==> config.mk <==
export PLATFORM = sky130hd
export DESIGN_NAME = seq_divider
export DESIGN_NICKNAME = d
export VERILOG_FILES = /design/src/rtl/seq_divider_pkg.sv /design/src/rtl/seq_divider_div_step.sv /design/src/rtl/seq_divider.sv
export SDC_FILE = /design/constraint.sdc
export NUM_CORES = 1
export LEC_CHECK = 0
export CELL_PAD_IN_SITES_DETAIL_PLACEMENT = 1
export CELL_PAD_IN_SITES_GLOBAL_PLACEMENT = 2
export CORE_ASPECT_RATIO = 1.2
export CORE_UTILIZATION = 33
export CTS_CLUSTER_DIAMETER = 120
export DETAILED_ROUTE_END_ITERATION = 12
export GPL_ROUTABILITY_DRIVEN = 0
export PLACE_DENSITY = 0.78
export SLEW_MARGIN = 40
export SYNTH_ARGS = -nofsm -noshare
export SYNTH_HDL_FRONTEND = slang
export SYNTH_SLANG_ARGS = --single-unit
==> constraint.sdc <==
create_clock -name clk -period 5.17 [get_ports clk]
set_input_delay 0.517 -clock clk [delete_from_list [all_inputs] [get_ports clk]]
set_output_delay 0.517 -clock clk [all_outputs]
set_load 0.01 [all_outputs]
==> src/rtl/seq_divider_pkg.sv <==
// Shared definitions for the sequential divider family: FSM state encoding
// and default operand widths, kept here so signed/radix-4 variants can reuse them.
package seq_divider_pkg;

    localparam int N_WIDTH_DEF = 32;
    localparam int D_WIDTH_DEF = 16;

    typedef enum logic [1:0] {
        IDLE = 2'd0,
        BUSY = 2'd1,
        DONE = 2'd2
    } div_state_t;

endpackage

==> src/rtl/seq_divider_div_step.sv <==
// One restoring-division step: shift the next dividend bit into the partial
// remainder and subtract the divisor when it fits.
module div_step #(
    parameter int D_WIDTH = 16
) (
    input  logic [D_WIDTH-1:0] rem,
    input  logic               dividend_bit,
    input  logic [D_WIDTH-1:0] divisor,
    output logic [D_WIDTH-1:0] next_rem,
    output logic               quotient_bit
);

    logic [D_WIDTH:0] trial;

    assign trial        = {rem, dividend_bit};
    assign quotient_bit = (trial >= {1'b0, divisor});

    // Either branch fits in D_WIDTH bits: a failed trial is below the divisor,
    // a successful one leaves a remainder below the divisor.
    assign next_rem = quotient_bit ? D_WIDTH'(trial - {1'b0, divisor})
                                   : trial[D_WIDTH-1:0];

endmodule

==> src/rtl/seq_divider.sv <==
// Multi-cycle unsigned restoring divider, one quotient bit per clock, with
// valid/ready handshakes on the operand and result sides.
//
// state | meaning
// IDLE  | waiting for an operation, in_ready=1
// BUSY  | stepping through the dividend, MSB first
// DONE  | result held on the outputs until out_ready
module seq_divider
    import seq_divider_pkg::*;
#(
    parameter int N_WIDTH = N_WIDTH_DEF,
    parameter int D_WIDTH = D_WIDTH_DEF
) (
    input  logic               clk,
    input  logic               rst,
    input  logic               in_valid,
    output logic               in_ready,
    input  logic [N_WIDTH-1:0] dividend,
    input  logic [D_WIDTH-1:0] divisor,
    output logic               out_valid,
    input  logic               out_ready,
    output logic [N_WIDTH-1:0] quotient,
    output logic [D_WIDTH-1:0] remainder,
    output logic               dbz
);

    localparam int CW = $clog2(N_WIDTH);
    localparam logic [CW-1:0] LAST_STEP = CW'(N_WIDTH - 1);

    div_state_t         state;
    logic [CW-1:0]      count;
    logic [N_WIDTH-1:0] dq_sr;
    logic [D_WIDTH-1:0] prem;
    logic [D_WIDTH-1:0] dvsr;
    logic [D_WIDTH-1:0] next_rem;
    logic               qbit;

    div_step #(
        .D_WIDTH (D_WIDTH)
    ) u_step (
        .rem          (prem),
        .dividend_bit (dq_sr[N_WIDTH-1]),
        .divisor      (dvsr),
        .next_rem     (next_rem),
        .quotient_bit (qbit)
    );

    // dq_sr shifts dividend bits out of the top while quotient bits enter at the bottom.
    always_ff @(posedge clk or posedge rst) begin
        if (rst) begin
            state     <= IDLE;
            count     <= '0;
            dq_sr     <= '0;
            prem      <= '0;
            dvsr      <= '0;
            in_ready  <= 1'b1;
            out_valid <= 1'b0;
            quotient  <= '0;
            remainder <= '0;
            dbz       <= 1'b0;
        end else begin
            case (state)
                IDLE: begin
                    if (in_valid) begin
                        in_ready <= 1'b0;
                        if (divisor == '0) begin
                            state     <= DONE;
                            out_valid <= 1'b1;
                            quotient  <= '1;
                            remainder <= dividend[D_WIDTH-1:0];
                            dbz       <= 1'b1;
                        end else begin
                            state <= BUSY;
                            dq_sr <= dividend;
                            dvsr  <= divisor;
                            prem  <= '0;
                            count <= '0;
                        end
                    end
                end
                BUSY: begin
                    dq_sr <= {dq_sr[N_WIDTH-2:0], qbit};
                    prem  <= next_rem;
                    count <= count + 1'b1;
                    if (count == LAST_STEP) begin
                        state     <= DONE;
                        count     <= '0;
                        out_valid <= 1'b1;
                        quotient  <= {dq_sr[N_WIDTH-2:0], qbit};
                        remainder <= next_rem;
                        dbz       <= 1'b0;
                    end
                end
                DONE: begin
                    if (out_ready) begin
                        state     <= IDLE;
                        out_valid <= 1'b0;
                        in_ready  <= 1'b1;
                    end
                end
                default: begin
                    state     <= IDLE;
                    out_valid <= 1'b0;
                    in_ready  <= 1'b1;
                end
            endcase
        end
    end

endmodule

## Yosys cells after proc, flatten, opt, wreduce, memory -nomap -nowiden

Cells that the tools add are included.

- Logic and storage cells: 66
- Input port bits: 52
- Register bits: 122

- Order comparisons: 1
- Reduce and logical (&&, ||, !) cells: 9
- Eq/ne operators: 8
- Bitwise logic cells: 2
- $add $sub $neg: 2
- Mux-type cells: 34

Operators by type and width:

| operator | count |
|---|---|
| $mux W32 | 5 |
| $pmux W32 S2 | 2 |
| $mux W16 | 6 |
| $pmux W16 S2 | 2 |
| $ge A17 B16 Y1 | 1 |
| $logic_not A16 Y1 | 1 |
| $sub A16 B16 Y16 | 1 |
| $mux W5 | 3 |
| $reduce_and A3 Y1 | 4 |
| $ne A2 B2 Y1 const B | 5 |
| $pmux W5 S2 | 1 |
| $mux W2 | 4 |
| $reduce_and A4 Y1 | 2 |
| $mux W1 | 7 |
| $pmux W1 S3 | 2 |
| $pmux W2 S3 | 1 |
| $add A5 B1 Y5 const B | 1 |
| $eq A5 B5 Y1 const B | 1 |
| $eq A2 B1 Y1 const B | 1 |
| $eq A2 B2 Y1 const B | 1 |
| $logic_not A2 Y1 | 1 |
| $not A1 Y1 | 2 |
| $pmux W1 S2 | 1 |
| $reduce_bool A2 Y1 | 1 |

## Logic depth before layout (Yosys ltp)

- Depth after elaboration: 4
- Gate-level depth with buffers: 10
- Gate-level depth less buffers: 10

## By module

A second synthesis with hierarchy kept.

- Cells, all modules: 646
- Area total of the unflattened synthesis: 6419.9 um^2

By module, submodules not included:

| module | cells each | area an instance (um^2) | times used |
|---|---|---|---|
| seq_divider | 490 | 5255.0 | 1 |
| div_step | 156 | 1164.9 | 1 |

## Least setup slack after synthesis

OpenSTA, ideal clock, no wires.

- Path kind: reg2reg
- Start point: register dq_sr[31]
- End point: register remainder[14]
- Stages on the path, launching flop included: 11
- Library setup time: 0.138 ns
- Setup slack: 2.769 ns
- Data arrival time: 2.262 ns
- Cell sequence: dfrtp_1 inv_1 ha_1 inv_1 fa_1 a21o_1 a221oi_2 o21ai_0 a211o_2 nand3_1 a41oi_2

- Cells in the longest elaborated chain, start to end: 4

RTL lines:

| what | line | source |
|---|---|---|
| start: declaration | seq_divider.sv:32 | `logic [N_WIDTH-1:0] dq_sr;` |
| start signal: assignment | seq_divider.sv:74 | `dq_sr <= dividend;` |
| start signal: assignment | seq_divider.sv:82 | `dq_sr <= {dq_sr[N_WIDTH-2:0], qbit};` |
| $sub A16 B16 Y16 or $ge A17 B16 Y1 (tied branches) | seq_divider_div_step.sv:20, seq_divider_div_step.sv:16 |  |
| $mux W16 (*) | seq_divider_div_step.sv:20 | `assign next_rem = quotient_bit ? D_WIDTH'(trial - {1'b0, divisor})` |
| $mux W16 (*) | seq_divider.sv:85 | `if (count == LAST_STEP) begin` |
| $pmux W16 S2 (*) | seq_divider.sv:62 | `case (state)` |
| end signal: assignment | seq_divider.sv:70 | `remainder <= dividend[D_WIDTH-1:0];` |
| end signal: assignment | seq_divider.sv:90 | `remainder <= next_rem;` |
| end: declaration | seq_divider.sv:23 | `output logic [D_WIDTH-1:0] remainder,` |

Mark *: on every way between the ends. The rest lies on a longest branch, timed or not. The select of a mux whose other input is x is not followed.
A chain may end at the register's enable or synchronous reset.

## Worst setup path after layout

Ends and elaborated chain as after synthesis.

==> metrics.log <==
[metrics] vias post-DR: 5368
[metrics] final clock skew: 0.009910 ns
[metrics] depth of the worst hold-timing path: 2
[metrics] result of the run: completed
[metrics] count of nets left with antenna violations after detail routing: 0
[metrics] global-route wire length before repair: 30390 um
[metrics] setup TNS after final layout: 0 ns
[metrics] routing layer with the top usage in global route: met2
[metrics] Syn Inst Count: just under 700
[metrics] number of synthesis warnings: 0
[metrics] post-synthesis share of cell area spent on full adders, half adders and majority gates: 3.845%
[metrics] total count of max-transition violations in the final report: 0
[metrics] required arrival time at the worst endpoint: 5.42 ns
[metrics] die width: roughly 130 um
[metrics] global-route track usage on met3: 3.632%
[metrics] Vert. Die Dim: 154.3 um
[metrics] number of violations reported at the end of detailed-routing iteration 0: between 200 and 300
[metrics] routing usage on met2: 34.88%
[metrics] net count after synthesis: between 700 and 800
[metrics] maximum single-stage delay on the critical path: 0.58 ns
[metrics] Max VDD drop: around 0.26 mV
[metrics] Worst Tran Pin Value: 0.7562 ns
[metrics] number of post-CTS setup repair buffers: 0
[metrics] number of buffers inserted during clock tree synthesis: 17
[metrics] simple-gate share of the synthesized area: 16.48%
[metrics] standard-cell row count: 55
[metrics] area growth from synthesis to layout: 28.99%
[metrics] number of maximum-capacitance violations: 0
[metrics] post-synthesis register bit count: 122
[metrics] met1 Usage GRT: 24.11%
[metrics] fraction of layout instances using a drive strength above 1: 10.08%
[metrics] share of the core filled with cells: approximately 43%
[metrics] Post-synth EDFFs: 0
[metrics] diodes inserted: 0
[metrics] number of failing setup endpoints in the final timing report: 0
[metrics] final global-route overflow total: 0
[metrics] Leakage Power: approximately 3.6 nW
[metrics] Resized Gates After CTS: 0
[metrics] hold buffer count at cts: 0
[metrics] f_max: 0.3312 GHz
[metrics] largest family of logic cells by synthesized area: compound AO/OA/AOI/OAI gates
[metrics] area fraction in compound gates after synthesis: about 21%
[metrics] ordered cell list for the critical path: inv_1 > ha_1 > inv_1 > fa_1 > a21o_1 > a221oi_2 > o21ai_0 > a211o_2 > nand3_1 > a41oi_2
[metrics] Worst Path Max Fanout: 5
[metrics] count of endpoints failing hold in the final timing report: 0
[metrics] dominant delay contributor by cell family on the critical path: compound AO/OA/AOI/OAI gates
[metrics] cell area after synthesis: roughly 6400 sq um
[metrics] Clock Tree Root: sky130_fd_sc_hd__clkbuf_16
[metrics] post-detailed-route DRC marker count: 0
[metrics] pin count of the biggest net entering global routing: 77
[metrics] overall track demand over capacity in global routing: 19.93%
[metrics] power per cell area: 711.8 nW/um^2
[metrics] commonest cells after routing, fill and taps aside: sky130_fd_sc_hd__nand2_1 (154), sky130_fd_sc_hd__dfrtp_1 (121), sky130_fd_sc_hd__clkdlybuf4s50_1 (102)
[metrics] startpoint class of the critical path: flip-flop
[metrics] library cell appearing most often on the critical path: sky130_fd_sc_hd__inv_1
[metrics] # H-tree levels: 4
[metrics] kind of critical path: reg2reg
[metrics] master of the slowest instance on the critical path: sky130_fd_sc_hd__a221oi_2
[metrics] IO buf count: ~100
[metrics] insertion delay of the later-clocked pin in the worst-skew pair: 0.42 ns
[metrics] Final Cycle Share: between 50% and 60%
[metrics] Critical path buffers and inverters: 2
[metrics] fill cell total of the finished layout: 2132
[metrics] vias in the first global route: around 5700
[metrics] unique cell type count in the Yosys netlist: about 70
[metrics] Async SR Flop Fraction: 100.0%
[metrics] dpl hpwl: 14210 um
[metrics] initial antenna violation count: 0
[metrics] fin nets: 842
[metrics] CTS clock-pin slew for the worst setup and hold paths: 0.06 ns
[metrics] maximum buffer depth of the clock tree: 2
[metrics] number of cells in the finished layout apart from fillers: 1040
[metrics] RSZ-0062 raised after global routing: false
[metrics] share of the synthesized netlist area taken by xor and xnor gates: 0.9612%
[metrics] most common library cell in the layout ignoring fill and taps: sky130_fd_sc_hd__nand2_1
[metrics] endpoint type of the worst setup path: flip-flop
[metrics] total instance count after detailed placement: 1008
[metrics] number of top-level pins: 103
[metrics] router iterations before antenna repair: 4
[metrics] dominant register cell in the synthesized netlist: sky130_fd_sc_hd__dfrtp_1
[metrics] overall die area: 19890 sq um
[metrics] mean instance size in the synthesized netlist: 9.394 sq um
[metrics] TritonCTS clock tree: built
[metrics] number of stages on the worst setup path: 10
[metrics] DR vias/cell: 5.162
[metrics] Worst Path Arrival: 3.27 ns
[metrics] fraction of the yosys area taken by sequential cells: 47.88%
[metrics] worst hold path type: reg2reg
[metrics] number of cell instances on the worst register-to-register path: 10
[metrics] Period minus WS final: 3.019 ns
[metrics] Final Routed Wirelength: 18760 um
[metrics] standard cell core area: 18920 sq um
[metrics] WL per Instance: 18.04 um
[metrics] worst max-slew margin expressed relative to the limit: 49.53%
[metrics] Num Clock Sinks: 122
[metrics] multiplexer share of the synthesized area: under 10%
[metrics] effective utilization at floorplan: 33.71%
[routing by layer]
metal | share of wire (%) | wire [um]
met1 | 43 | 8087
met2 | 51 | 9581
met3 | 3.5 | 653
met4 | 2.4 | 441
met5 | 0 | 0
[logic make-up (layout without fill, tap and decap cells)]
family / after synthesis / after routing
and+or+nand+nor: 234 / 234
AOI/OAI and AO/OA: 202 / 202
DFF: 122 / 122
buffers and inverters: 63 / 168
muxes: 32 / 32
adders and majority gates: 19 / 19
xor gates and xnor gates: 7 / 7
[tightest hold or removal path: stages, from the launching register on]
cell	delay, ns
sky130_fd_sc_hd__dfrtp_1	0.34
sky130_fd_sc_hd__nand2_1	0.05
sky130_fd_sc_hd__nand2_1	0.05
[cells in the mapped netlist (3+ instances only)]
| cell type | count | area (sq um) |
|---|---|---|
| sky130_fd_sc_hd__buf_6 | 8 | 90.09 |
| sky130_fd_sc_hd__o22a_1 | 5 | 43.79 |
| sky130_fd_sc_hd__mux2i_1 | 30 | 300.3 |
| sky130_fd_sc_hd__clkbuf_2 | 3 | 15.01 |
| sky130_fd_sc_hd__o21ai_0 | 95 | 475.5 |
| sky130_fd_sc_hd__nor2_1 | 26 | 97.59 |
| sky130_fd_sc_hd__xnor2_1 | 4 | 35.03 |
| sky130_fd_sc_hd__nand3_1 | 10 | 50.05 |
| sky130_fd_sc_hd__a21oi_1 | 19 | 95.09 |
| sky130_fd_sc_hd__a22oi_1 | 5 | 37.54 |
| sky130_fd_sc_hd__or2_2 | 3 | 18.77 |
| sky130_fd_sc_hd__nand4_1 | 5 | 31.28 |
| sky130_fd_sc_hd__nand2_1 | 154 | 578.1 |
| sky130_fd_sc_hd__a41oi_2 | 4 | 65.06 |
| sky130_fd_sc_hd__dfrtp_1 | 121 | 3028 |
| sky130_fd_sc_hd__inv_1 | 24 | 90.09 |
| sky130_fd_sc_hd__a31oi_1 | 8 | 50.05 |
| sky130_fd_sc_hd__nand2b_1 | 4 | 25.02 |
| sky130_fd_sc_hd__a22o_1 | 4 | 35.03 |
| sky130_fd_sc_hd__buf_2 | 8 | 40.04 |
| sky130_fd_sc_hd__a21o_1 | 11 | 82.58 |
| sky130_fd_sc_hd__clkbuf_1 | 18 | 67.56 |
| sky130_fd_sc_hd__nor3_1 | 6 | 30.03 |
| sky130_fd_sc_hd__o21a_1 | 5 | 37.54 |
| sky130_fd_sc_hd__or3_1 | 6 | 37.54 |
| sky130_fd_sc_hd__ha_1 | 18 | 225.2 |
| sky130_fd_sc_hd__o21ai_1 | 15 | 75.07 |
| sky130_fd_sc_hd__xor2_1 | 3 | 26.28 |
| sky130_fd_sc_hd__a22o_2 | 3 | 30.03 |
[per-stage QoR]
| stage | instance area, sq um | setup slack, ns | power (W) | hold WS [ns] |
|---|---|---|---|---|
| after floorplan | 6379 | 1.412 | 0.003713 | 0.4631 |
| after global placement | 7574 | 1.744 | 0.004540 | 0.4506 |
| after detailed placement | 7627 | 1.781 | 0.004689 | 0.4591 |
| after CTS | 8228 | 2.221 | 0.005928 | 0.4729 |
| after global routing | 8228 | 2.077 | 0.006332 | 0.4956 |
| final | 8228 | 2.151 | 0.005857 | 0.4663 |
[where the power goes]
group	internal, W	switching [W]	total, W
sequential	0.00138	0.000314	0.00169
clock	0.000732	0.000474	0.00121
combinational	0.00127	0.00169	0.00296
[worst paths after layout]
check                        startpoint       endpoint  slack, ns
min                        quotient[29]   quotient[29]       0.47
min reg2reg                quotient[29]   quotient[29]       0.47
max                           dq_sr[31]  remainder[14]       2.15
max in group asynchronous           rst      dq_sr[21]       3.48
max reg2reg                   dq_sr[31]  remainder[14]       2.15
min in group asynchronous           rst  remainder[11]       0.61
[final cells by class]
type,instances,area (sq um),share of cell area (%)
Tap cell,256,320.3,3.893
Inverter,24,95.09,1.156
Clock inverter,14,161.4,1.962
Multi-Input combinational cell,494,3034,36.88
Timing Repair Buffer,112,1124,13.66
Sequential cell,122,3054,37.12
Clock buffer,18,439.2,5.338
[sequential cells by signal, summed over array words and instances, names as in the netlist]
signal	cells
count	5
dbz	1
dq_sr	32
dvsr	16
in_ready	1
out_valid	1
prem	16
quotient	32
remainder	16
state	2
(Power assumes the default switching activity.)
